**config.mk**
```make
export PLATFORM = sky130hd
export DESIGN_NAME = wb_commit_fifo
export DESIGN_NICKNAME = d
export VERILOG_FILES = /design/src/rtl/wb_commit_fifo.sv
export SDC_FILE = /design/constraint.sdc
export NUM_CORES = 1
export LEC_CHECK = 0
export CORE_MARGIN = 2
export CORE_UTILIZATION = 48
export DETAILED_ROUTE_END_ITERATION = 10
export GPL_ROUTABILITY_DRIVEN = 0
export GPL_TIMING_DRIVEN = 0
export PLACE_DENSITY = 0.89
export SYNTH_ARGS = -nofsm -noshare
export SYNTH_HDL_FRONTEND = slang
export SYNTH_SLANG_ARGS = --single-unit
```
**constraint.sdc**
```tcl
create_clock -name clk -period 6.36 [get_ports clk]
set_input_delay 1.272 -clock clk [delete_from_list [all_inputs] [get_ports clk]]
set_output_delay 1.272 -clock clk [all_outputs]
set_load 0.01 [all_outputs]
```
**src/rtl/wb_commit_fifo.sv**
```systemverilog
// wb_commit_fifo: DEPTH-entry MEM->WB commit buffer carrying CH register
// writeback channels per beat, with a valid/ready handshake on both sides.
// The global rdy input freezes all state. The flush input discards all
// stored entries.
// Optional build macro WB_COMMIT_FWD_EN adds a combinational forwarding
// search over the occupied entries (ports fwd_addr, fwd_hit, fwd_data).
module wb_commit_fifo #(
  parameter int DATA_W = 32,
  parameter int ADDR_W = 5,
  parameter int CH     = 1,
  parameter int DEPTH  = 2
) (
  input  logic                         clk,
  input  logic                         rst,
  input  logic                         rdy,
  input  logic                         flush,
  input  logic                         in_valid,
  output logic                         in_ready,
  input  logic [CH*DATA_W-1:0]         in_data,
  input  logic [CH*ADDR_W-1:0]         in_addr,
  input  logic [CH-1:0]                in_we,
  output logic                         wb_valid,
  input  logic                         wb_ready,
  output logic [CH*DATA_W-1:0]         wb_data,
  output logic [CH*ADDR_W-1:0]         wb_addr,
  output logic [CH-1:0]                wb_we,
  output logic [$clog2(DEPTH+1)-1:0]   count
`ifdef WB_COMMIT_FWD_EN
  ,
  input  logic [ADDR_W-1:0]            fwd_addr,
  output logic                         fwd_hit,
  output logic [DATA_W-1:0]            fwd_data
`endif
);

  localparam int PW = $clog2(DEPTH);
  localparam int CW = $clog2(DEPTH+1);

  logic [CH*DATA_W-1:0] mem_data [DEPTH];
  logic [CH*ADDR_W-1:0] mem_addr [DEPTH];
  logic [CH-1:0]        mem_we   [DEPTH];

  logic [PW-1:0] rd_ptr;
  logic [PW-1:0] wr_ptr;
  logic [CH-1:0] in_we_filt;
  logic          push;
  logic          pop;

  // Handshake flags depend only on the registered count, rdy and rst.
  // A full buffer refuses a push even when a pop happens in the same cycle.
  assign in_ready = ~rst & rdy & (count < CW'(DEPTH));
  assign wb_valid = ~rst & rdy & (count != '0);
  assign push     = in_valid & in_ready;
  assign pop      = wb_valid & wb_ready;

  // Head entry is presented only while valid. Otherwise it reads as zeros.
  assign wb_data = wb_valid ? mem_data[rd_ptr] : '0;
  assign wb_addr = wb_valid ? mem_addr[rd_ptr] : '0;
  assign wb_we   = wb_valid ? mem_we[rd_ptr]   : '0;

  // Writes to x0 are dropped at the input by clearing their enable.
  always_comb begin
    // NOTE: every always_comb output gets a default first, so that no latch is inferred.
    in_we_filt = '0;
    for (int c = 0; c < CH; c++) begin
      in_we_filt[c] = in_we[c] & (in_addr[c*ADDR_W +: ADDR_W] != '0);
    end
  end

  // Pointer and occupancy control: rst, then rdy hold, then flush, then push/pop.
  always_ff @(posedge clk) begin
    // NOTE: sequential state uses non-blocking assignments only, so every
    // register samples pre-edge values regardless of statement order.
    if (rst) begin
      count  <= '0;
      rd_ptr <= '0;
      wr_ptr <= '0;
    end else if (rdy) begin
      if (flush) begin
        count  <= '0;
        rd_ptr <= wr_ptr;
      end else begin
        if (push) wr_ptr <= wr_ptr + PW'(1);
        if (pop)  rd_ptr <= rd_ptr + PW'(1);
        case ({push, pop})
          2'b10:   count <= count + CW'(1);
          2'b01:   count <= count - CW'(1);
          default: count <= count;
        endcase
      end
    end
  end

  // Entry storage. A flushed push is never written.
  always_ff @(posedge clk) begin
    // NOTE: the storage array has no reset. The pointers and count alone
    // decide which entries are live, so stale contents are never visible.
    if (push && !flush) begin
      mem_data[wr_ptr] <= in_data;
      mem_addr[wr_ptr] <= in_addr;
      mem_we[wr_ptr]   <= in_we_filt;
    end
  end

`ifdef WB_COMMIT_FWD_EN
  // Forwarding search from the oldest to the youngest entry and from the
  // lowest to the highest channel. A later match overrides an earlier one,
  // so the youngest entry and then the highest channel wins.
  always_comb begin
    logic [PW-1:0] idx;
    fwd_hit  = 1'b0;
    fwd_data = '0;
    idx      = '0;
    for (int j = 0; j < DEPTH; j++) begin
      idx = rd_ptr + PW'(j);
      if (j < int'(count)) begin
        for (int c = 0; c < CH; c++) begin
          if (mem_we[idx][c] && (fwd_addr != '0) &&
              (mem_addr[idx][c*ADDR_W +: ADDR_W] == fwd_addr)) begin
            fwd_hit  = 1'b1;
            fwd_data = mem_data[idx][c*DATA_W +: DATA_W];
          end
        end
      end
    end
  end
`endif

endmodule

```
==> results of run 1 <==
[cell families after synthesis]
family / Yosys count / share of synthesized area
buf+inv: 13 / 0.0171
compound gates: 9 / 0.0198
xor+xnor: 1 / 0.00278
simple gates: 56 / 0.0809
flops: 81 / 0.755
mux: 39 / 0.124
[per-layer routing]
metal / up-vias / global-route usage
met5: - / 0
met4: 0 / 0.0909
met3: 6 / 0.0379
met2: 56 / 0.283
met1: 917 / 0.201
li1: 939 / -
[cells in the mapped netlist (all sizes together)]
| cell | count |
|---|---|
| edfxtp | 76 |
| nor2 | 42 |
| mux2i | 38 |
| clkbuf | 5 |
| dfxtp | 5 |
| buf | 4 |
| inv | 4 |
| a31oi | 2 |
| nand2 | 2 |
| nand2b | 2 |
| or4 | 2 |
| a21o | 1 |
| a21oi | 1 |
| a2bb2oi | 1 |
| a32oi | 1 |
| and3b | 1 |
| and4b | 1 |
| mux2 | 1 |
| nand3 | 1 |
| nor2b | 1 |
| nor3b | 1 |
| nor4b | 1 |
| nor4bb | 1 |
| o211ai | 1 |
| o21a | 1 |
| o21ai | 1 |
| or2 | 1 |
| xnor2 | 1 |
[state kept, by name, indices dropped and copies added (netlist names), named ones only]
name	count
mem_addr	10
count	2
wr_ptr	1
mem_data	64
mem_we	2
rd_ptr	1
[power by group]
part	internal, mW	switching (mW)	total (mW)
Sequential	0.589	0.00258	0.592
Combinational	0.0384	0.0241	0.0625
Clock	0.221	0.171	0.392
[path summary, 6_finish.rpt]
path                    startpoint                  endpoint  slack [ns]  depth (start not counted)
max                            rst               wb_data[29]        1.55                          8
min reg2reg    rd_ptr$_SDFFE_PP0P_                      flop        0.55                          2
max reg2reg  count[1]$_SDFFE_PP0P_  mem_addr[0][0]$_DFFE_PP_        4.43                          3
min            rd_ptr$_SDFFE_PP0P_                      flop        0.55                          2
[critical path: stages]
cell and delay (ns):
clkdlybuf4s50_1 0.56, nand2b_1 0.16, or2_1 0.11, clkbuf_1 0.19
clkbuf_1 0.39, buf_2 0.30, nor2_1 0.08, clkdlybuf4s50_1 0.48
[layout make-up]
cell class	count	area, µm²	share of cell area
Multi-Input combinational cell	105	734	0.169
Sequential cell	81	2380	0.547
Inverter	4	15.0	0.00345
Clock buffer	11	131	0.0302
Clock inverter	5	80.1	0.0184
Tap cell	77	96.3	0.0221
Timing Repair Buffer	87	877	0.201
Buffer	9	38.8	0.00891
[metrics by stage]
stage | instances | setup WS [ns] | power, mW | cell area, µm² | util
after detailed placement | 363 | 1.50 | 0.667 | 4140 | 0.653
after global routing | 379 | 1.31 | 1.09 | 4360 | 0.686
after CTS | 379 | 1.49 | 1.05 | 4360 | 0.686
after global placement | 361 | -1.78 | 0.663 | 4100 | 0.646
after floorplan | 199 | 0.518 | 0.623 | 3150 | -
final | 379 | 1.55 | 1.05 | 4360 | 0.686
==> flow_summary.toml, run 1 <==
[status]
status = "completed"

[floorplanning]
die_h_um = 85.1
coreArea_um2 = 6350
ioPinCount = 86
start_util = 0.497
die_w_um = 85.1
die_area_um2 = 7240
rows = 29

[critical_path]
crit_required_ns = 5.09
crit_path_end_kind = "output port"
worstPathMaxFanout = 10
worstSetupPathType = "in2out"
cp.arrival_ns = 3.54
critPathLaunchType = "primary input"

[synthesis]
yosys-top-cells-area = "edfxtp_1 (72%), mux2i_1 (12%), nor2_1 (5.0%), dfxtp_1 (3.2%), buf_2 (0.63%)"
ys_ff_latch = 81
synth_nets = 243
syn_area_um2 = 3150
synth_top_area_cell = "edfxtp_1"
syn_inst = 199
postSynthAreaPerCell_um2 = 15.9
synth.distinct_cells = 28
synth-seq-area-share = 0.755
yosys_warnings = 0
synth.top_cell.area_share = 0.724

[detailed_routing]
wl_per_cell_um = 15.2
initialDrtViolationCount = 63
drcViolationCount = 0
vias = 1918
wirelength_um = 5750
top_layer = "met4"
wl_met3_um = 285
m1WireLength_um = 2370
met2_length_um = 3010
via_per_inst = 5.06
ant_nets = 0
firstDrtPassIters = 4

[layout]
final_net_count = 341
fill_cells = 439
antenna_cells = 0
layout_commonest_cell = "clkdlybuf4s50_1"
drive_gt1_frac = 0.0762
area_delta_synth_final_pct = 38.1
layout_common_cells = "clkdlybuf4s50_1 (85), edfxtp_1 (76), nor2_1 (42)"

[placement]
port_buffers = 85
detailed_place_hpwl_um = 4060

[clock_network]
clk_pin_slew_ns = 0.08
cts_num_sinks = 81
post_cts_buffers = 0
cts_tree = "yes"
numCtsBuffers = 9
clk_path_buf_depth = 2
worstSkewPairLatency_ns = 0.34
cts-resized-gates = 0
root_buffer = "clkbuf_8"
postCtsHoldBufs = 0
htree_levels = 3

[sta]
skew_ns = 0.00654
slew_headroom = 0.360
hold_ws_ns = 0.551
slew_violations = 0
post-route-period-util = 0.757
hold_violations = 0
max_freq_mhz = 208
rsz0062_at_grt = "false"
period_needed_ns = 4.81
worst_slew_pin_slew_ns = 0.961
finalSetupViolCount = 0
final.setup.tns_ns = 0

[global_route]
grt_pass1_wl_um = 9100
grt_use_total = 0.168
antenna_found_initial = 0
grt_pass1_vias = 1904
grt-ovfl-total = 0
grt_max_degree = 39

[min_path]
min_path_type = "reg2reg"

[power_and_ir_drop]
vdd_drop_max_mv = 0.156
power_density_nw_per_um2 = 240
p_leak_nw = 1.38

[flow_run]
maxCapViolCount = 0
(Power assumes the default switching activity.)
==> run 2: changes to the inputs <==
CORE_UTILIZATION = 43   (was 48)
PLACE_DENSITY = 0.84   (was 0.89)
clock period = 3.9 ns   (was 6.36 ns; I/O delays follow)
==> flow_summary.toml, run 2 (same netlist as run 1, synthesis figures left out) <==
[layout]
area_delta_synth_final_pct = 39.7
largest_reg_flops = 64
layout_commonest_cell = "clkdlybuf4s50_1"
regMostFlops = "mem_data"
reg.largest.list = "mem_data x64, mem_addr x10"
antenna_cells = 0
fill_cells = 566
layout_common_cells = "clkdlybuf4s50_1 (84), edfxtp_1 (76), nor2_1 (42)"
final_net_count = 343
finalCoreUtilization = 0.614
final_cells = 403
drive_gt1_frac = 0.0888

[critical_path]
worstSetupPathType = "in2out"
crit_required_ns = 3.12
critPathBufInv = 5
critPathTopFamily = "buffers and inverters"
slowest_stage = "clkdlybuf4s50_1"
critPathLaunchType = "primary input"
crit_path_end_kind = "output port"
worstPathMaxFanout = 10
crit_chain = "clkdlybuf4s50_1 -> nand2b_1 -> or2_1 -> clkbuf_1 -> buf_2 -> buf_2 -> nor2_1 -> clkdlybuf4s50_1"
slowest_delay_ns = 0.54
cp.arrival_ns = 2.93

[sta]
worst_slew_pin_slew_ns = 0.705
skew_ns = 0.00832
slew_headroom = 0.530
max_freq_mhz = 270
finalSetupViolCount = 0
rsz0062_at_grt = "false"
hold_ws_ns = 0.551
fin_ws_ns = 0.190
slew_violations = 0
final.setup.tns_ns = 0
post-route-period-util = 0.951
hold_violations = 0
period_needed_ns = 3.71

[placement]
dp_cells = 387
detailed_place_hpwl_um = 4300
place_ws_ns = 0.0463
port_buffers = 85

[floorplanning]
coreArea_um2 = 7180
rows = 31
die_area_um2 = 8040
ioPinCount = 86
die_w_um = 89.6
start_util = 0.440
die_h_um = 89.6

[clock_network]
worstSkewPairLatency_ns = 0.33
htree_levels = 3
cts_tree = "yes"
postCtsHoldBufs = 0
clk_pin_slew_ns = 0.08
clk_path_buf_depth = 2
numCtsBuffers = 9
root_buffer = "clkbuf_8"
cts_num_sinks = 81

[detailed_routing]
drcViolationCount = 0
wl_per_cell_um = 14.9
via_per_inst = 4.81
wirelength_um = 6010
initialDrtViolationCount = 73
firstDrtPassIters = 4
ant_nets = 0
vias = 1938

[global_route]
grt-ovfl-total = 0
grt_use_total = 0.155
grt_pass1_wl_um = 9010
grt_pass1_vias = 1919
grt_max_degree = 22
antenna_found_initial = 0

[flow_run]
maxCapViolCount = 0

[power_and_ir_drop]
vdd_drop_max_mv = 0.216
power_density_nw_per_um2 = 376
p_leak_nw = 1.40

[min_path]
min_path_type = "reg2reg"

[status]
status = "completed"
-- run 2: routing by layer --
metal / vias to the layer above / track usage / part of all wire
met5: - / 0 / 0
met1: 942 / 0.175 / 0.40
met2: 53 / 0.273 / 0.53
li1: 936 / - / -
met4: 0 / 0.0516 / 0.012
met3: 7 / 0.0558 / 0.054
-- run 2: where the power goes --
group          switching (mW)  leakage, nW  internal, mW  total [mW]
clock network           0.292       0.0889         0.297       0.589
logic                  0.0402        0.586        0.0634       0.104
registers             0.00425        0.727         0.960       0.965
-- run 2: cell type report --
type	instances	area [µm²]	area share
well taps	99	124	0.0281
clock buffers	10	128	0.0290
inverters	4	15.0	0.00341
plain buffers	9	40.0	0.00908
multi-input cells	105	734	0.167
repair buffers	89	918	0.208
clock inverters	6	66.3	0.0150
flip-flops and latches	81	2380	0.540
-- run 2: timing repair --
item                       CTS  global route
setup endpoints to repair    0            10
resized for setup            0             4
setup buffers                0             0
-- run 2: path summary, 6_finish.rpt --
check	from	to	slack (ns)	cells past startpoint
setup / recovery	rst	wb_data[27]	0.19	8
hold / removal	rd_ptr$_SDFFE_PP0P_	rd_ptr$_SDFFE_PP0P_	0.55	2
setup reg to reg	count[1]$_SDFFE_PP0P_	mem_data[0][31]$_DFFE_PP_	2.03	4
hold reg to reg	rd_ptr$_SDFFE_PP0P_	rd_ptr$_SDFFE_PP0P_	0.55	2
-- run 2: worst register-to-register path, cell delays in order (launching register included) --
cell and delay (ns):
dfxtp_1 0.39, nor2_1 0.21, nor4bb_4 0.57, buf_8 0.24, buf_6 0.18
-- run 2: stage by stage --
stage               area [µm²]  power (mW)
finish                    4410        1.66
global placement          4140        1.08
floorplan                 3160        1.02
detailed placement        4210        1.09
global route              4410        1.73
CTS                       4400        1.67
